--- src/rtl/cpu_pkg.sv ---
// Shared definitions for the execute stage and the display controller:
// opcodes, instruction field positions, default widths and sign extension.
package cpu_pkg;

  localparam int CPU_DATA_W = 16;
  localparam int CPU_REG_AW = 4;
  localparam int CPU_IMM_W  = 7;
  localparam int IMM11_W    = 11;
  localparam int INSTR_W    = 18;

  localparam int OPC_MSB = 17;
  localparam int OPC_LSB = 15;
  localparam int RD_MSB  = 14;
  localparam int RD_LSB  = 11;
  localparam int RS1_MSB = 10;
  localparam int RS1_LSB = 7;
  localparam int RS2_MSB = 6;
  localparam int RS2_LSB = 3;

  localparam logic [2:0] OP_LOAD  = 3'd0;
  localparam logic [2:0] OP_ADD   = 3'd1;
  localparam logic [2:0] OP_ADDI  = 3'd2;
  localparam logic [2:0] OP_SUB   = 3'd3;
  localparam logic [2:0] OP_SUBI  = 3'd4;
  localparam logic [2:0] OP_MUL   = 3'd5;
  localparam logic [2:0] OP_CLEAR = 3'd6;
  localparam logic [2:0] OP_DPL   = 3'd7;

  typedef enum logic [1:0] {
    ST_IDLE   = 2'd0,
    ST_EXEC   = 2'd1,
    ST_CLEAR  = 2'd2,
    ST_NOTIFY = 2'd3
  } exec_state_e;

  function automatic logic [CPU_DATA_W-1:0] sext7(input logic [CPU_IMM_W-1:0] imm);
    return {{(CPU_DATA_W-CPU_IMM_W){imm[CPU_IMM_W-1]}}, imm};
  endfunction

  function automatic logic [CPU_DATA_W-1:0] sext11(input logic [IMM11_W-1:0] imm);
    return {{(CPU_DATA_W-IMM11_W){imm[IMM11_W-1]}}, imm};
  endfunction

endpackage

--- src/rtl/cpu_exec_unit_if.sv ---
// Instruction handshake from the input stage plus the display-controller
// side of the execute stage, bundled as one interface.
interface cpu_exec_unit_if #(
  parameter int DATA_W = cpu_pkg::CPU_DATA_W,
  parameter int REG_AW = cpu_pkg::CPU_REG_AW
) ();
  logic                        instr_valid;
  logic [cpu_pkg::INSTR_W-1:0] instr;
  logic                        instr_ready;
  logic                        lcd_ready;
  logic                        lcd_start;
  logic [2:0]                  lcd_opcode;
  logic [REG_AW-1:0]           lcd_reg_idx;
  logic [DATA_W-1:0]           lcd_value;
  logic                        ovf;
  logic                        busy;

  modport master (
    output instr_valid, instr, lcd_ready,
    input  instr_ready, lcd_start, lcd_opcode, lcd_reg_idx, lcd_value, ovf, busy
  );

  modport slave (
    input  instr_valid, instr, lcd_ready,
    output instr_ready, lcd_start, lcd_opcode, lcd_reg_idx, lcd_value, ovf, busy
  );
endinterface

--- src/rtl/regfile_16x16.sv ---
// Register file: two combinational read ports, one synchronous write port,
// every entry cleared by the asynchronous reset.
module regfile_16x16 #(
  parameter int DATA_W = cpu_pkg::CPU_DATA_W,
  parameter int REG_AW = cpu_pkg::CPU_REG_AW
) (
  input  logic              clk,
  input  logic              reset_n,
  input  logic              i_we,
  input  logic [REG_AW-1:0] i_waddr,
  input  logic [DATA_W-1:0] i_wdata,
  input  logic [REG_AW-1:0] i_raddr_a,
  output logic [DATA_W-1:0] o_rdata_a,
  input  logic [REG_AW-1:0] i_raddr_b,
  output logic [DATA_W-1:0] o_rdata_b
);
  localparam int N_REGS = 2 ** REG_AW;

  logic [DATA_W-1:0] w_mem [N_REGS];

  // Discrete flops rather than RAM: the whole file must zero on reset.
  generate
    for (genvar gi = 0; gi < N_REGS; gi++) begin : g_reg
      logic [DATA_W-1:0] r_q;

      always_ff @(posedge clk or negedge reset_n) begin
        if (!reset_n) begin
          r_q <= '0;
        end else if (i_we && (i_waddr == REG_AW'(gi))) begin
          r_q <= i_wdata;
        end
      end

      assign w_mem[gi] = r_q;
    end
  endgenerate

  assign o_rdata_a = w_mem[i_raddr_a];
  assign o_rdata_b = w_mem[i_raddr_b];
endmodule

--- src/rtl/cpu_exec_unit.sv ---
// Single-issue execute stage: runs one instruction per handshake against the
// register file and hands {opcode, register, value} to the LCD controller.
module cpu_exec_unit
  import cpu_pkg::*;
#(
  parameter int DATA_W = CPU_DATA_W,
  parameter int REG_AW = CPU_REG_AW,
  parameter int IMM_W  = CPU_IMM_W
) (
  input logic             clk,
  input logic             reset_n,
  cpu_exec_unit_if.slave  bus
);
  exec_state_e         r_state;
  logic [INSTR_W-1:0]  r_instr;
  logic [REG_AW-1:0]   r_clr_cnt;
  logic                r_instr_ready;
  logic                r_lcd_start;
  logic [2:0]          r_lcd_opcode;
  logic [REG_AW-1:0]   r_lcd_reg_idx;
  logic [DATA_W-1:0]   r_lcd_value;
  logic                r_ovf;

  logic [2:0]               w_opcode;
  logic [REG_AW-1:0]        w_rd;
  logic [REG_AW-1:0]        w_rs1;
  logic [REG_AW-1:0]        w_rs2;
  logic [DATA_W-1:0]        w_rdata_a;
  logic [DATA_W-1:0]        w_rdata_b;
  logic signed [DATA_W-1:0] w_op_a;
  logic signed [DATA_W-1:0] w_op_b;
  logic signed [DATA_W-1:0] w_imm7;
  logic signed [DATA_W-1:0] w_imm11;
  logic signed [DATA_W-1:0] w_addend;
  logic signed [DATA_W-1:0] w_subtrahend;
  logic signed [DATA_W-1:0] w_sum;
  logic signed [DATA_W-1:0] w_diff;
  logic signed [2*DATA_W-1:0] w_prod;
  logic signed [DATA_W-1:0] w_result;
  logic                     w_ovf_calc;
  logic                     w_we;
  logic [REG_AW-1:0]        w_waddr;
  logic [DATA_W-1:0]        w_wdata;

  assign w_opcode = r_instr[OPC_MSB:OPC_LSB];
  assign w_rd     = r_instr[RD_MSB:RD_LSB];
  assign w_rs1    = r_instr[RS1_MSB:RS1_LSB];
  assign w_rs2    = r_instr[RS2_MSB:RS2_LSB];

  assign w_op_a       = w_rdata_a;
  assign w_op_b       = w_rdata_b;
  assign w_imm7       = sext7(r_instr[IMM_W-1:0]);
  assign w_imm11      = sext11(r_instr[IMM11_W-1:0]);
  assign w_addend     = (w_opcode == OP_ADDI) ? w_imm7 : w_op_b;
  assign w_subtrahend = (w_opcode == OP_SUBI) ? w_imm7 : w_op_b;
  assign w_sum        = w_op_a + w_addend;
  assign w_diff       = w_op_a - w_subtrahend;
  assign w_prod       = w_op_a * w_op_b;

  // Overflow from sign bits: operands agree (add) / differ (sub) and the result flips.
  always_comb begin
    w_result   = '0;
    w_ovf_calc = 1'b0;
    case (w_opcode)
      OP_LOAD: w_result = w_imm11;
      OP_ADD, OP_ADDI: begin
        w_result   = w_sum;
        w_ovf_calc = (w_op_a[DATA_W-1] == w_addend[DATA_W-1]) &&
                     (w_sum[DATA_W-1] != w_op_a[DATA_W-1]);
      end
      OP_SUB, OP_SUBI: begin
        w_result   = w_diff;
        w_ovf_calc = (w_op_a[DATA_W-1] != w_subtrahend[DATA_W-1]) &&
                     (w_diff[DATA_W-1] != w_op_a[DATA_W-1]);
      end
      OP_MUL: begin
        w_result   = w_prod[DATA_W-1:0];
        w_ovf_calc = (w_prod[2*DATA_W-1:DATA_W-1] != '0) &&
                     (w_prod[2*DATA_W-1:DATA_W-1] != '1);
      end
      OP_DPL:  w_result = w_op_a;
      default: w_result = '0;
    endcase
  end

  // The clear sequencer borrows the single write port from EXEC.
  assign w_we    = ((r_state == ST_EXEC) && (w_opcode != OP_DPL)) || (r_state == ST_CLEAR);
  assign w_waddr = (r_state == ST_CLEAR) ? r_clr_cnt : w_rd;
  assign w_wdata = (r_state == ST_CLEAR) ? '0 : w_result;

  regfile_16x16 #(
    .DATA_W (DATA_W),
    .REG_AW (REG_AW)
  ) u_regfile (
    .clk       (clk),
    .reset_n   (reset_n),
    .i_we      (w_we),
    .i_waddr   (w_waddr),
    .i_wdata   (w_wdata),
    .i_raddr_a (w_rs1),
    .o_rdata_a (w_rdata_a),
    .i_raddr_b (w_rs2),
    .o_rdata_b (w_rdata_b)
  );

  always_ff @(posedge clk or negedge reset_n) begin
    if (!reset_n) begin
      r_state       <= ST_IDLE;
      r_instr       <= '0;
      r_clr_cnt     <= '0;
      r_instr_ready <= 1'b0;
      r_lcd_start   <= 1'b0;
      r_lcd_opcode  <= '0;
      r_lcd_reg_idx <= '0;
      r_lcd_value   <= '0;
      r_ovf         <= 1'b0;
    end else begin
      r_lcd_start <= 1'b0;
      case (r_state)
        ST_IDLE: begin
          // Ready rises one cycle after lcd_start, so acceptance never coincides with it.
          if (r_instr_ready && bus.instr_valid) begin
            r_instr       <= bus.instr;
            r_instr_ready <= 1'b0;
            r_clr_cnt     <= '0;
            r_state       <= (bus.instr[OPC_MSB:OPC_LSB] == OP_CLEAR) ? ST_CLEAR : ST_EXEC;
          end else begin
            r_instr_ready <= 1'b1;
          end
        end
        ST_EXEC: begin
          r_lcd_opcode  <= w_opcode;
          r_lcd_reg_idx <= (w_opcode == OP_DPL) ? w_rs1 : w_rd;
          r_lcd_value   <= w_result;
          r_ovf         <= w_ovf_calc;
          r_state       <= ST_NOTIFY;
        end
        ST_CLEAR: begin
          r_clr_cnt <= r_clr_cnt + REG_AW'(1);
          if (&r_clr_cnt) begin
            r_lcd_opcode  <= OP_CLEAR;
            r_lcd_reg_idx <= '0;
            r_lcd_value   <= '0;
            r_ovf         <= 1'b0;
            r_state       <= ST_NOTIFY;
          end
        end
        ST_NOTIFY: begin
          if (bus.lcd_ready) begin
            r_lcd_start <= 1'b1;
            r_state     <= ST_IDLE;
          end
        end
        default: r_state <= ST_IDLE;
      endcase
    end
  end

  assign bus.instr_ready = r_instr_ready;
  assign bus.busy        = ~r_instr_ready;
  assign bus.lcd_start   = r_lcd_start;
  assign bus.lcd_opcode  = r_lcd_opcode;
  assign bus.lcd_reg_idx = r_lcd_reg_idx;
  assign bus.lcd_value   = r_lcd_value;
  assign bus.ovf         = r_ovf;
endmodule

--- src/flat_wrapper.sv ---
// flat-port wrapper written by rule: the top's interface ports become plain ports
module cpu_exec_unit_flat import cpu_pkg::*;
#(
  parameter int DATA_W = CPU_DATA_W,
  parameter int REG_AW = CPU_REG_AW,
  parameter int IMM_W  = CPU_IMM_W
)
  (clk, reset_n, bus_instr_valid, bus_instr, bus_lcd_ready, bus_instr_ready, bus_lcd_start, bus_lcd_opcode, bus_lcd_reg_idx, bus_lcd_value, bus_ovf, bus_busy);
  cpu_exec_unit_if #(.DATA_W(DATA_W), .REG_AW(REG_AW)) bus_i ();
  input logic clk;
  input logic reset_n;
  input wire logic [$bits(bus_i.instr_valid)-1:0] bus_instr_valid;
  input wire logic [$bits(bus_i.instr)-1:0] bus_instr;
  input wire logic [$bits(bus_i.lcd_ready)-1:0] bus_lcd_ready;
  output wire logic [$bits(bus_i.instr_ready)-1:0] bus_instr_ready;
  output wire logic [$bits(bus_i.lcd_start)-1:0] bus_lcd_start;
  output wire logic [$bits(bus_i.lcd_opcode)-1:0] bus_lcd_opcode;
  output wire logic [$bits(bus_i.lcd_reg_idx)-1:0] bus_lcd_reg_idx;
  output wire logic [$bits(bus_i.lcd_value)-1:0] bus_lcd_value;
  output wire logic [$bits(bus_i.ovf)-1:0] bus_ovf;
  output wire logic [$bits(bus_i.busy)-1:0] bus_busy;
  assign bus_i.instr_valid = bus_instr_valid;
  assign bus_i.instr = bus_instr;
  assign bus_i.lcd_ready = bus_lcd_ready;
  assign bus_instr_ready = bus_i.instr_ready;
  assign bus_lcd_start = bus_i.lcd_start;
  assign bus_lcd_opcode = bus_i.lcd_opcode;
  assign bus_lcd_reg_idx = bus_i.lcd_reg_idx;
  assign bus_lcd_value = bus_i.lcd_value;
  assign bus_ovf = bus_i.ovf;
  assign bus_busy = bus_i.busy;
  cpu_exec_unit #(.DATA_W(DATA_W), .REG_AW(REG_AW), .IMM_W(IMM_W)) u_core (.clk(clk), .reset_n(reset_n), .bus(bus_i));
endmodule
--- config.mk ---
export PLATFORM = sky130hd
export DESIGN_NAME = cpu_exec_unit_flat
export DESIGN_NICKNAME = d
export VERILOG_FILES = /design/src/rtl/cpu_pkg.sv /design/src/rtl/cpu_exec_unit_if.sv /design/src/rtl/regfile_16x16.sv /design/src/rtl/cpu_exec_unit.sv /design/src/flat_wrapper.sv
export SDC_FILE = /design/constraint.sdc
export NUM_CORES = 1
export LEC_CHECK = 0
export CORE_MARGIN = 3
export CORE_UTILIZATION = 25
export CTS_BUF_LIST = sky130_fd_sc_hd__clkbuf_2
export DETAILED_ROUTE_END_ITERATION = 8
export PLACE_DENSITY_LB_ADDON = 0.1
export SETUP_SLACK_MARGIN = 0.1
export SLEW_MARGIN = 10
export SYNTH_ARGS = -nofsm -noshare
export SYNTH_HDL_FRONTEND = slang
export SYNTH_HIERARCHICAL = 1
export SYNTH_SLANG_ARGS = --single-unit
--- constraint.sdc ---
create_clock -name clk -period 9.7 [get_ports clk]
set_input_delay 1.94 -clock clk [delete_from_list [all_inputs] [get_ports clk]]
set_output_delay 1.94 -clock clk [all_outputs]
set_load 0.01 [all_outputs]
# [After elaboration in Yosys (flattened, before gate mapping)]
# Cells that the tools add are included.
[classes] addsub=3 multipliers=1 n_lt_le_gt_ge=2 eq_ne=34 n_mux=31 n_bitwise=3 n_reduce_logical=35
[op_table] cell="16-bit binary-select mux with 4-bit select" n=2
[op_table] cell="16-bit 2-to-1 mux" n=8
[op_table] cell="16-bit one-hot mux with 5 select lines" n=1
[op_table] cell="4-bit equality test (second input constant)" n=8
[op_table] cell="16-bit by 16-bit multiplier with 32-bit output" n=1
[op_table] cell="16-bit one-hot mux with 2 select lines" n=1
[op_table] cell="1-bit logical AND" n=21
[op_table] cell="17-bit inequality test (second input constant)" n=1
[op_table] cell="17-bit nonzero test" n=1
[op_table] cell="16-bit adder" n=1
[op_table] cell="4-bit by 3-bit equality test with 1-bit output (second input constant)" n=4
[op_table] cell="4-bit 2-to-1 mux" n=4
[op_table] cell="4-bit one-hot mux with 2 select lines" n=2
[op_table] cell="16-bit subtractor" n=1
[op_table] cell="3-bit equality test (second input constant)" n=4
[op_table] cell="5-bit greater-or-equal comparator (second input constant)" n=2
[op_table] cell="4-bit inverter with 5-bit output" n=2
[op_table] cell="4-bit by 2-bit equality test with 1-bit output (second input constant)" n=2
[op_table] cell="2-bit 2-to-1 mux" n=4
[op_table] cell="2-bit one-hot mux with 4 select lines" n=1
[op_table] cell="3-bit by 2-bit equality test with 1-bit output (second input constant)" n=2
[op_table] cell="3-bit one-hot mux with 2 select lines" n=1
[op_table] cell="2-bit AND reduction" n=3
[op_table] cell="4-bit by 1-bit adder with 4-bit output (second input constant)" n=1
[op_table] cell="22 further kinds" n=31
[word_totals] regBits=306 in_bits=22 out_inout_bits=27 wordCells=134

# [Depth between registers and ports, before layout]
[logic_depth] depth_word=10 mapped_depth=33 mapped_depth_nobuf=28

# [Hierarchy]
# Netlist, hierarchy kept.
[by_module_without_submodules] module="cpu_exec_unit" n_inst=1 cells_per_inst=1602 area_each_um2=14297.5 seq_area_each_um2=1251.2
[by_module_without_submodules] module="regfile_16x16" n_inst=1 cells_per_inst=848 area_each_um2=13304.0 seq_area_each_um2=6406.1

# [Worst setup path before layout]
# No wires, ideal clock.
[synth_path] path_kind="reg-to-reg" startpoint="reg u_core.r_instr[7]" endpoint="reg u_core.r_ovf, in the netlist u_core/bus.ovf" setup_ns=0.137 t_arrival_ns=7.983 required_time_ns=9.563 setup_slack_ns=1.580 path_stages_with_launch=29 path_buffers=4 synth_period_minus_slack_ns=8.120 cell_sequence="dfrtp_1 buf_2 buf_2 mux4_2 a22oi_1 nand2_1 clkbuf_1 clkbuf_1 nand2_1 inv_1 fa_1 inv_1 fa_1 fa_1 fa_1 fa_1 fa_1 inv_1 ha_1 a21oi_1 and2b_1 or4_1 o21a_4 xor2_1 nor4b_2 nor4b_1 nand4_1 nor4b_2 o31ai_1"
[synth_via] elab_chain_len=9 word_cells_on_any_way=18 cone_classes="add/sub (2); mul (1); eq/ne (5); mux (5); bitwise (1); reduce/logical (4)"
[synth_lines] item="start: declaration" line="cpu_exec_unit.sv:15" text="logic [INSTR_W-1:0] r_instr;"
[synth_lines] item="start signal: assignment" line="cpu_exec_unit.sv:123" text="r_instr <= bus.instr;"
[synth_lines] item="4-bit inverter with 5-bit output (implied by the code) (*)" line="regfile_16x16.sv:38" text="assign o_rdata_a = w_mem[i_raddr_a];"
[synth_lines] item="16-bit binary-select mux with 4-bit select (*)" line="regfile_16x16.sv:38"
[synth_lines] item="16-bit 2-to-1 mux (implied by the code) (*) (2 in series)" line="regfile_16x16.sv:38"
[synth_lines] item="named net u_core.w_op_a[15]" line="cpu_exec_unit.sv:30" text="logic signed [DATA_W-1:0] w_op_a;"
[synth_lines] item="16-bit by 16-bit multiplier with 32-bit output, or another cell as far along" line="cpu_exec_unit.sv:58" text="assign w_prod = w_op_a * w_op_b;"
[synth_lines] item="17-bit inequality test, or another cell as far along" line="cpu_exec_unit.sv:79" text="(w_prod[2*DATA_W-1:DATA_W-1] != '1);"
[synth_lines] item="1-bit logical AND, on equally long branches" line="cpu_exec_unit.sv:78, cpu_exec_unit.sv:68, cpu_exec_unit.sv:73"
[synth_lines] item="1-bit one-hot mux with 3 select lines (*)" line="cpu_exec_unit.sv:64" text="case (w_opcode)"
[synth_lines] item="1-bit one-hot mux with 2 select lines (*)" line="cpu_exec_unit.sv:119" text="case (r_state)"
[synth_lines] item="end signal: assignment" line="cpu_exec_unit.sv:135" text="r_ovf <= w_ovf_calc;"
[synth_lines] item="end: declaration" line="cpu_exec_unit.sv:22" text="logic r_ovf;"
# Mark *: on every way through the listed nets, which the timed path passes. The rest lies on a longest branch. The select of a mux whose other input is x is not followed.
# A chain may end at the register's enable or synchronous reset.

# [Final worst setup path]
# Same ends and word-level chain as after synthesis.

==> impl_metrics.json <==
{
  "fin_setup_tns_ps": 0,
  "path_class": "register to register",
  "synth_cell_types": 73,
  "drt_wl_total_um": 94500,
  "syn_inst": 2450,
  "cap_violations": 0,
  "status": "completed",
  "ant_nets": 0,
  "die_area_sq_um": 114000,
  "cts_tree": "yes",
  "layout-drive-gt1-share_pct": 25.8,
  "cts.reportedPaths.clkPinSlew_ps": 110,
  "cts.path.max_buffers": 3,
  "synth_nets": 2853,
  "post-route-period-util_pct": 93.2,
  "io_pins": 49,
  "hold_class": "register to register",
  "worst_pin_slew_ps": 1210,
  "drc_errors": 0,
  "clock_latency_ps": 1120,
  "wl_per_cell_um": 22.9,
  "crit_arrival_ps": 9980,
  "area_delta_synth_final_pct": 13.3,
  "row_count": 121,
  "cts_hold_buf": 0,
  "crit_path_max_fanout": 21,
  "nets": 2971,
  "grt_pass1_vias": 21500,
  "grt_setup_unrepaired": "no",
  "via_per_inst": 4.75,
  "hold_viol_final": 0,
  "core_sq_um": 109000,
  "setup_viol": 0,
  "drv_slew": 0,
  "grt_use_total_pct": 16.5,
  "cp-end-kind": "register",
  "initial_core_util_pct": 25.3,
  "start_kind": "register",
  "synth-seq-cells": 306,
  "cp.required_ps": 10630,
  "dpl.hpwl_um": 68900,
  "htree_levels": 3,
  "async_flop_share_pct": 100,
  "cts_root_buf": "clkbuf_2",
  "seq_area_frac_synth_pct": 27.7,
  "synthesis.area_sq_um": 27600,
  "slew_headroom_pct": 18.8,
  "die_h_um": 338,
  "io_buffers": 48,
  "cts_sinks": 306,
  "cts_buffers": 91,
  "gr-total-overflow": 0,
  "gp_congestion": 0.824,
  "synth_edf_count": 0,
  "avgSynthCellArea_sq_um": 11.3,
  "dr.pass1.iters": 7,
  "dr.first_iter.drc_count": 1189,
  "yosys_warnings": 6,
  "grt_max_degree": 133,
  "die_w_um": 338,
  "cts_setup_buffers": 0,
  "grt_pass1_wl_um": 142000,
  "vias": 19600,
  "post_cts_resized": 0,
  "fmax_mhz": 111,
  "antenna_found_initial": 4,
  "final.setup_skew_ps": 85.2,
  "ys.flop_type": "dfrtp_1",
  "layout_min_cycle_time_ps": 9040
}
registers in the layout (all words and copies together), names as in the netlist:
signal                  count
u_core/bus.instr_ready      1
u_core/bus.lcd_opcode       3
u_core/bus.lcd_reg_idx      4
u_core/bus.lcd_start        1
u_core/bus.lcd_value       16
u_core/bus.ovf              1
u_core/r_clr_cnt            4
u_core/r_instr             18
u_core/r_state              2
u_core/u_regfile/g.r_q    256
worst paths after layout:
check	start	to	slack [ps]	depth (start not counted)
max reg2reg	u_core/r_instr[7]	u_core/bus.ovf	660	27
min reg2reg	u_core/bus.lcd_reg_idx[1]	u_core/bus.lcd_reg_idx[1]	510	2
max	u_core/r_instr[7]	u_core/bus.ovf	660	27
max in group asynchronous	reset_n	u_core/r_instr[7]	7190	2
min	u_core/bus.lcd_reg_idx[1]	u_core/bus.lcd_reg_idx[1]	510	2
min in group asynchronous	reset_n	u_core/u_regfile/g_reg[11].r_q[14]	940	1
worst max-delay path: stages, from the launching register on:
cell      delay (ps)
dfrtp_4          790
buf_12           280
mux4_2           530
a22oi_1          230
nand2_1          410
and2_1           310
fa_1             530
inv_1             50
fa_1             470
inv_1             60
fa_1             480
fa_1             510
fa_1             500
inv_1             50
fa_1             470
inv_1             40
ha_1             320
a21o_1           200
nor3b_1          150
a2111o_1         400
or4_1            430
o21a_4           260
o41ai_4          380
mux2i_1          230
nand4_1          180
nor3b_1          280
and4_1           230
o31ai_1           60
layer usage:
layer	up-vias	routed length [um]	GRT usage (%)
met5	-	0	0
met3	139	4070	2.74
li1	8734	-	-
met1	10300	43600	22.4
met4	0	2480	4.93
met2	451	44400	27.0
synth_stat cells (23+ instances only):
cell      number  area share, %
nand2_1      253            3.4
dfrtp_1      306             28
and2_1       116            2.6
mux2_2       248             10
buf_2         36           0.65
ha_1         117            5.3
fa_1         264             19
mux4_2       128             10
a21o_1        23           0.63
nor2_1        81            1.1
a21oi_1       70            1.3
inv_1        262            3.6
mux2_1        48            2.0
nand2b_1      23           0.52
o21ai_0       36           0.65
a22oi_1       64            1.7
clkbuf_1      99            1.3
xnor2_1       39            1.2
cell usage in the layout, fill, tap and decap left out, types with 7 or more instances in the layout:
cell type / instances
dfrtp_1: 302
fa_1: 264
inv_1: 262
nand2_1: 253
mux2_2: 248
clkbuf_2: 131
mux4_2: 128
ha_1: 117
and2_1: 116
buf_4: 109
nor2_1: 73
a21oi_1: 67
a22oi_1: 64
mux2_1: 48
clkdlybuf4s50_1: 47
xnor2_1: 39
o21ai_0: 35
clkinv_1: 24
a21o_1: 23
nand2b_1: 23
xor2_1: 19
mux2i_1: 18
nor3_1: 16
o31ai_1: 13
nand3_1: 12
diode_2: 11
a211oi_1: 11
buf_12: 11
nor2_2: 11
a31oi_1: 10
or3_1: 9
o21ai_1: 8
o211ai_1: 8
o21a_1: 7
through the flow:
step | worst slack (ps) | std cells | hold slack [ps] | utilization, % | instance area [sq um]
after global routing | 182 | 4125 | 537 | 28.6 | 31300
after detailed placement | 625 | 3951 | 487 | 27.9 | 30400
after floorplan | 1580 | 2450 | 476 | - | 27600
after CTS | 628 | 4118 | 509 | 28.6 | 31300
after global placement | 668 | 3951 | 487 | 27.9 | 30400
final | 657 | 4129 | 506 | 28.7 | 31300
logic make-up after synthesis:
group           after synthesis  synth area share [%]
fa+ha+maj                   381                  24.5
xor+xnor                     58                  1.84
compound gates              294                  7.26
simple gates                563                  9.79
mux                         442                  23.2
flops                       306                  27.7
buf+inv                     406                  5.74
area by class of cell:
cell class	instances	area, sq um
Antenna cell	11	27.5
Sequential cell	306	7670
Clock inverter	36	155
Timing Repair Buffer	168	1520
Fill cell	11400	77900
Tap cell	1476	1850
Clock buffer	131	656
Multi-Input combinational cell	1738	18400
Inverter	263	987
Power is left out: the tool's default activity adds up to more than one toggle a clock period on the data nets, which glitch-free logic cannot reach.
